[config.mk]
export PLATFORM = sky130hd
export DESIGN_NAME = instr_fetch_unit
export DESIGN_NICKNAME = d
export VERILOG_FILES = /design/src/rtl/instr_fetch_unit.sv
export SDC_FILE = /design/constraint.sdc
export NUM_CORES = 2
export LEC_CHECK = 0
export CORE_MARGIN = 2
export CORE_UTILIZATION = 50
export DETAILED_ROUTE_END_ITERATION = 7
export GPL_TIMING_DRIVEN = 0
export HOLD_SLACK_MARGIN = 0.02
export PLACE_DENSITY_LB_ADDON = 0.08
export SYNTH_ARGS = -nofsm -noshare
export SYNTH_HDL_FRONTEND = slang
export SYNTH_SLANG_ARGS = --single-unit
[constraint.sdc]
create_clock -name clk -period 5.5 [get_ports clk]
set_input_delay 0.825 -clock clk [delete_from_list [all_inputs] [get_ports clk]]
set_output_delay 0.825 -clock clk [all_outputs]
set_load 0.02 [all_outputs]
[src/rtl/instr_fetch_unit.sv]
// Instruction fetch front end: program RAM, PC and one-at-a-time issue/wait handshake to the core.
// Optional IFU_RETIRE_COUNT_EN adds a 32-bit retired-command counter output.
module instr_fetch_unit #(
   parameter int          DEPTH    = 64,
   parameter int          ADDR_W   = 6,
   parameter logic [31:0] RESET_PC = 32'h0000_0000,
   parameter int          MAX_WAIT = 255
) (
   input  logic              clk,
   input  logic              reset,
   input  logic              prog_we,
   input  logic [ADDR_W-1:0] prog_addr,
   input  logic [31:0]       prog_wdata,
   input  logic              start,
   output logic [31:0]       command,
   output logic              run,
   input  logic              done,
   input  logic              redirect_valid,
   input  logic [31:0]       redirect_pc,
   output logic [31:0]       pc,
   output logic              busy,
   output logic              halted,
   output logic              fault
`ifdef IFU_RETIRE_COUNT_EN
   ,
   output logic [31:0]       retire_cnt
`endif
);

   localparam int          CNT_W  = $clog2(MAX_WAIT + 1);
   localparam logic [31:0] NOP    = 32'h0000_0013;
   localparam logic [31:0] ECALL  = 32'h0000_0073;
   localparam logic [31:0] EBREAK = 32'h0010_0073;

   typedef enum logic [2:0] {
      S_IDLE, S_FETCH, S_ISSUE, S_WAIT, S_HALT, S_FAULT
   } state_t;

   state_t             r_state;
   logic [31:0]        r_mem [DEPTH];
   logic [31:0]        r_command;
   logic [31:0]        r_pc;
   logic               r_run;
   logic               r_busy;
   logic               r_halted;
   logic               r_fault;
   logic [CNT_W-1:0]   r_wait_cnt;

   logic               w_stopped;
   logic               w_accept_start;
   logic               w_accept_done;
   logic               w_is_sys;
   logic [31:0]        w_next_pc;
   logic               w_bad_pc;

   assign w_stopped      = (r_state == S_IDLE) || (r_state == S_HALT) || (r_state == S_FAULT);
   assign w_accept_start = start && w_stopped;
   assign w_accept_done  = done && (r_state == S_WAIT);
   assign w_is_sys       = (r_command == ECALL) || (r_command == EBREAK);
   assign w_next_pc      = redirect_valid ? redirect_pc : (r_pc + 32'd4);
   // Anything at or beyond DEPTH*4 has a nonzero bit above the word index.
   assign w_bad_pc       = (w_next_pc[1:0] != 2'b00) || (w_next_pc[31:ADDR_W+2] != '0);

   // RAM is deliberately outside the reset domain so a program survives reset.
   always_ff @(posedge clk) begin
      if (prog_we && w_stopped)
         r_mem[prog_addr] <= prog_wdata;
   end

   always_ff @(posedge clk or negedge reset) begin
      if (!reset) begin
         r_state    <= S_IDLE;
         r_command  <= NOP;
         r_pc       <= RESET_PC;
         r_run      <= 1'b0;
         r_busy     <= 1'b0;
         r_halted   <= 1'b0;
         r_fault    <= 1'b0;
         r_wait_cnt <= '0;
      end else begin
         case (r_state)
            S_IDLE, S_HALT, S_FAULT: begin
               if (start) begin
                  r_state  <= S_FETCH;
                  r_pc     <= RESET_PC;
                  r_busy   <= 1'b1;
                  r_halted <= 1'b0;
                  r_fault  <= 1'b0;
               end
            end
            S_FETCH: begin
               r_command <= r_mem[r_pc[ADDR_W+1:2]];
               r_run     <= 1'b1;
               r_state   <= S_ISSUE;
            end
            S_ISSUE: begin
               r_run      <= 1'b0;
               r_wait_cnt <= '0;
               r_state    <= S_WAIT;
            end
            S_WAIT: begin
               if (done) begin
                  if (w_is_sys) begin
                     r_state  <= S_HALT;
                     r_busy   <= 1'b0;
                     r_halted <= 1'b1;
                  end else if (w_bad_pc) begin
                     r_state  <= S_FAULT;
                     r_busy   <= 1'b0;
                     r_fault  <= 1'b1;
                  end else begin
                     r_pc     <= w_next_pc;
                     r_state  <= S_FETCH;
                  end
               end else if (r_wait_cnt >= CNT_W'(MAX_WAIT - 1)) begin
                  r_state <= S_FAULT;
                  r_busy  <= 1'b0;
                  r_fault <= 1'b1;
               end else begin
                  r_wait_cnt <= r_wait_cnt + 1'b1;
               end
            end
            default: begin
               r_state <= S_IDLE;
               r_busy  <= 1'b0;
               r_run   <= 1'b0;
            end
         endcase
      end
   end

`ifdef IFU_RETIRE_COUNT_EN
   logic [31:0] r_retire_cnt;

   always_ff @(posedge clk or negedge reset) begin
      if (!reset)
         r_retire_cnt <= '0;
      else if (w_accept_start)
         r_retire_cnt <= '0;
      else if (w_accept_done)
         r_retire_cnt <= r_retire_cnt + 32'd1;
   end

   assign retire_cnt = r_retire_cnt;
`else
   logic w_unused;
   assign w_unused = w_accept_start ^ w_accept_done;
`endif

   assign command = r_command;
   assign run     = r_run;
   assign pc      = r_pc;
   assign busy    = r_busy;
   assign halted  = r_halted;
   assign fault   = r_fault;

endmodule

# After elaboration in Yosys (flattened, before gate mapping)
# Memories as Yosys holds them, arrays and structs flattened. A register that Yosys moved wholly into a read port is not among the register bits.
# Cells that the tools add are included.
op_classes:
  n_mux: 33
  bitwise_logic: 1
  n_mul: 0
  reduce_logical: 20
  eq_ne: 18
  add_sub_neg: 2
  div_mod_pow: 0
  shifts: 0
  order_cmp: 1
op_table:
  columns: ["cell", "n"]
  rows:
  - ["32-bit 2-to-1 mux", 5]
  - ["32-bit case mux with 2 select lines", 1]
  - ["32-bit by 3-bit adder with 32-bit output, second input constant", 1]
  - ["32-bit by 21-bit equality test with 1-bit output, second input constant", 1]
  - ["32-bit by 7-bit equality test with 1-bit output, second input constant", 1]
  - ["24-bit nonzero test", 1]
  - ["8-bit 2-to-1 mux", 2]
  - ["8-bit case mux with 2 select lines", 1]
  - ["3-bit 2-to-1 mux", 5]
  - ["1-bit 2-to-1 mux", 14]
  - ["2-bit != test, second input constant", 7]
  - ["3-bit case mux with 4 select lines", 1]
  - ["5-bit AND reduction", 2]
  - ["8-bit by 1-bit adder with 8-bit output, second input constant", 1]
  - ["8-bit greater-or-equal comparator, second input constant", 1]
  - ["4-bit AND reduction", 2]
  - ["3-bit by 2-bit equality test with 1-bit output, second input constant", 2]
  - ["3-bit equality test, second input constant", 2]
  - ["3-bit != test, second input constant", 2]
  - ["1-bit case mux with 2 select lines", 3]
  - ["2-bit nonzero test", 3]
  - ["1-bit logical OR", 4]
  - ["4-bit != test, second input constant", 1]
  - ["4-bit OR reduction", 1]
  - ["other kinds (11)", 11]
totals:
  mem_count: 1
  inputBits: 76
  rom_bits: 0
  word_cells: 83
  reg_bits: 47
  output_inout_bits: 68
  latchBits: 0
  ramBits: 2048
mem_list:
  columns: ["name", "depth", "width", "rd", "rd_clocked_by_memory_dff", "wr", "line", "rtl"]
  rows:
  - ["r_mem", 64, 32, 1, 1, 1, "40", "logic [31:0] r_mem [DEPTH];"]

# Logic depth before layout (Yosys ltp)
depth:
  depth_word: 8
  depth_mapped: 11

# Worst setup path after synthesis
# Ideal clock, no wire load.
synth_timing:
  kind: "input port to flip-flop"
  startpoint: "input port prog_addr[4]"
  endpoint: "memory r_mem[16][0], enable pin"
  arrival_time_ns: 3.007
  n_path_buf: 2
  slack_ns: 2.072
  required_time_ns: 5.079
  cell_stages: 4
  cell_sequence: "clkbuf_1 > or3b_2 > buf_1 > nor2_1"
synth_rtl:
  columns: ["item", "line", "rtl"]
  rows:
  - ["from (decl)", "12", "input logic [ADDR_W-1:0] prog_addr,"]
  - ["to (decl)", "40", null]
# No word-level cell before the write port.

==> flow_summary.ini <==
[critical_path]
crit_arrival_ns = 5.91
r2r-end = command[30]
r2r-start = pc[3]
required_ns = 6.23
crit_family = buffers and inverters
critPathKind = reg -> reg
critical_path_buf_inv_count = 4
worstPathMaxFanout = 10
path_cells = clkbuf_1 -> clkbuf_1 -> buf_16 -> clkbuf_1 -> mux4_2 -> mux4_2 -> mux4_2 -> mux2_2
startpoint_type = register
cpMaxStageDelayCell = clkbuf_1
worst_setup_path_end_kind = register
worstSetupStartpoint = pc[3]
max_stage_delay_ns = 0.93
r2r_setup_slack_ns = 0.32
ff2ff_path_depth = 8

[floorplan]
dieWidth_um = 408
pin_count = 144
core_area_um2 = 162000
die_y_um = 408
start_util = 0.503
rows = 148
die-area_um2 = 167000

[clock_tree]
clock_path_buffers = 3
cts_max_level = 4
path_clk_slew_ns = 0.07
cts_tree = done
insertion_delay_ns = 0.84
cts.sinks = 2127
cts_buffers = 211
cts_setup_buffers = 0
root_buffer = clkbuf_16

[route]
drt-pass1-iter-count = 5
viasPerCell = 6.34
ant_nets = 0
drc = 0
wl_um = 223000
wl_per_cell_um = 36.2
dr.first_iter.drc_count = 4911
wl_met1_um = 87300
route.met2.wl_um = 111000
wl_met3_um = 18500
top_layer_used = met5
vias = 38961

[grt]
grt_pass1_vias = 39763
grt_pass1_wl_um = 310000
grtUsageTotal = 0.270
antenna_found_initial = 27
overflow = 0
grt_max_degree = 53

[layout]
fin_cells = 6150
drive_gt1_frac = 0.316
final_nets = 3872
syn_to_final_growth_pct = 16.3

[sta]
max_freq_mhz = 193
final_hold_viol_count = 0
min_period_ns = 5.18
setup_slack_ns = 0.319
skew_ns = 0.0234
fin_crit_sh = 0.942
setup-violations-final = 0
tightest_slew_ns = 1.37
slew_headroom = 0.0878
maxSlewViolCount = 0
rsz0062_at_grt = false

[power_and_ir_drop]
ir_worst_vdd_uv = 372
p_seq_frac = 0.460
sw_frac_of_total = 0.271
p_leak_nw = 28.9
cellPowerDensity_nw_per_um2 = 417
clockPowerShare = 0.352
combPwrFrac = 0.189
netSwitchingPower_w = 0.0107
p_int_w = 0.0289

[synth]
yosys.area.top_type_share = 0.753
syn_nets = 3420
yosysMostFrequentCell = edfxtp_1
ys_warn_count = 0
ys_top_cells_by_count = edfxtp_1, mux4_2, clkbuf_1, nor2_1, dfrtp_1
synth_area_um2 = 81600
syn_inst = 3341
synth_edf_count = 2048
async_flop_share = 0.0371
synth.distinct_cells = 68
syn_area_per_cell_um2 = 24.4
ys_seq_area_frac = 0.778
synth_area_leaders = edfxtp_1, mux4_2, dfrtp_1
synth-main-ff-cell = edfxtp_1
ys_ff_latch = 2127
yosys.area.top_type = edfxtp_1

[worst_hold_path]
hold_path_startpoint = prog_wdata[31]
hp-class = in -> reg
hold_depth = 1
hold_end = r_mem[45][31]

[placed_design]
dp_slack_ns = 0.336
place_congestion = 0.896
hpwl_um = 155000
placedCellCount = 5754
port_buffers = 140

[flow_run]
drv_cap = 0

[status]
status = completed
[per-stage QoR]
step           area, um^2   util  hold slack [ns]  power [W]  TNS, ns
6_report            94900  0.585            0.389     0.0396        0
5_1_grt             94900  0.584            0.366     0.0406        0
4_1_cts             94900  0.584            0.327     0.0399        0
3_5_place_dp        88300  0.543            0.486     0.0260        0
3_3_place_gp        85800  0.528            0.484     0.0259  -447.70
2_1_floorplan       81600      -            0.463     0.0223        0
[what timing repair did]
item | 4_1_cts | 5_1_grt
resized for setup | 0 | 0
hold endpoints to repair | 27 | 0
hold buffers | 1 | 0
[kinds of logic (layout without fill, tap and decap cells)]
logic type | Yosys count | in the layout | share of synthesized area
DFF | 2127 | 2127 | 0.778
buffers and inverters | 181 | 801 | 0.00897
other | 0 | 14 | 0
muxes | 710 | 710 | 0.191
adders and majority gates | 3 | 3 | 0.000460
xor gates and xnor gates | 13 | 13 | 0.00139
AOI/OAI and AO/OA | 50 | 50 | 0.00455
and+or+nand+nor | 257 | 257 | 0.0165
[sequential cells by signal, indices dropped and copies added (netlist names)]
register    cells
busy            1
command        32
fault           1
halted          1
pc             32
r_mem        2048
r_state         3
r_wait_cnt      8
run             1
[final cells by class]
class | count | area, um^2
antenna | 14 | 35.0
buffer | 172 | 704
clock buffer | 262 | 5600
clock inverter | 119 | 1030
fill | 11512 | 67500
inverter | 9 | 33.8
multi-input combinational | 1033 | 17900
sequential | 2127 | 63500
tap | 2175 | 2720
timing repair buffer | 239 | 3410
[how the worst max path moves through the flow]
stage	to	slack, ns	cells past startpoint
CTS	command[3]	0.28	7
finish	command[30]	0.32	8
global placement	r_mem[14][11]	-0.65	5
global route	command[30]	0.40	8
detailed placement	command[3]	0.34	7
floorplan	r_mem[16][0]	2.07	4
[per-layer routing]
| metal | up-vias | GRT usage |
|---|---|---|
| li1 | 15477 | - |
| met1 | 21396 | 0.370 |
| met2 | 1745 | 0.444 |
| met3 | 333 | 0.0557 |
| met4 | 10 | 0.0772 |
| met5 | - | 0 |
[cell usage in the layout (no fill, tap or decap), types with 5 or more instances in the layout]
master              n
or3_1               5
nor2b_1             8
buf_2              72
xnor2_1             5
nand2_1            32
edfxtp_1         2048
dfrtp_1            76
clkbuf_1          150
xor2_1              8
inv_1               7
a31oi_1             5
clkbuf_16         217
and4_1              5
a21oi_1             6
clkinv_2           44
buf_12             71
nand3_1            21
bufinv_16          16
nor4_1             13
mux4_2            672
clkinv_1           49
mux2_2             34
clkdlybuf4s50_1   107
nor2_1             28
nor3_1              9
nand4_1            15
buf_1              22
and3_1             29
diode_2            14
nor2_4             64
o21ai_0             9
buf_16             27
[power by group through the flow]
stage	Clock, W	Combinational [W]	Sequential [W]
global placement	0	0.00729	0.0186
finish	0.0139	0.00747	0.0182
CTS	0.0141	0.00752	0.0182
detailed placement	0	0.00750	0.0185
floorplan	0	0.00363	0.0186
global route	0.0147	0.00768	0.0182
No activity file was read; power rests on OpenSTA's default activity.
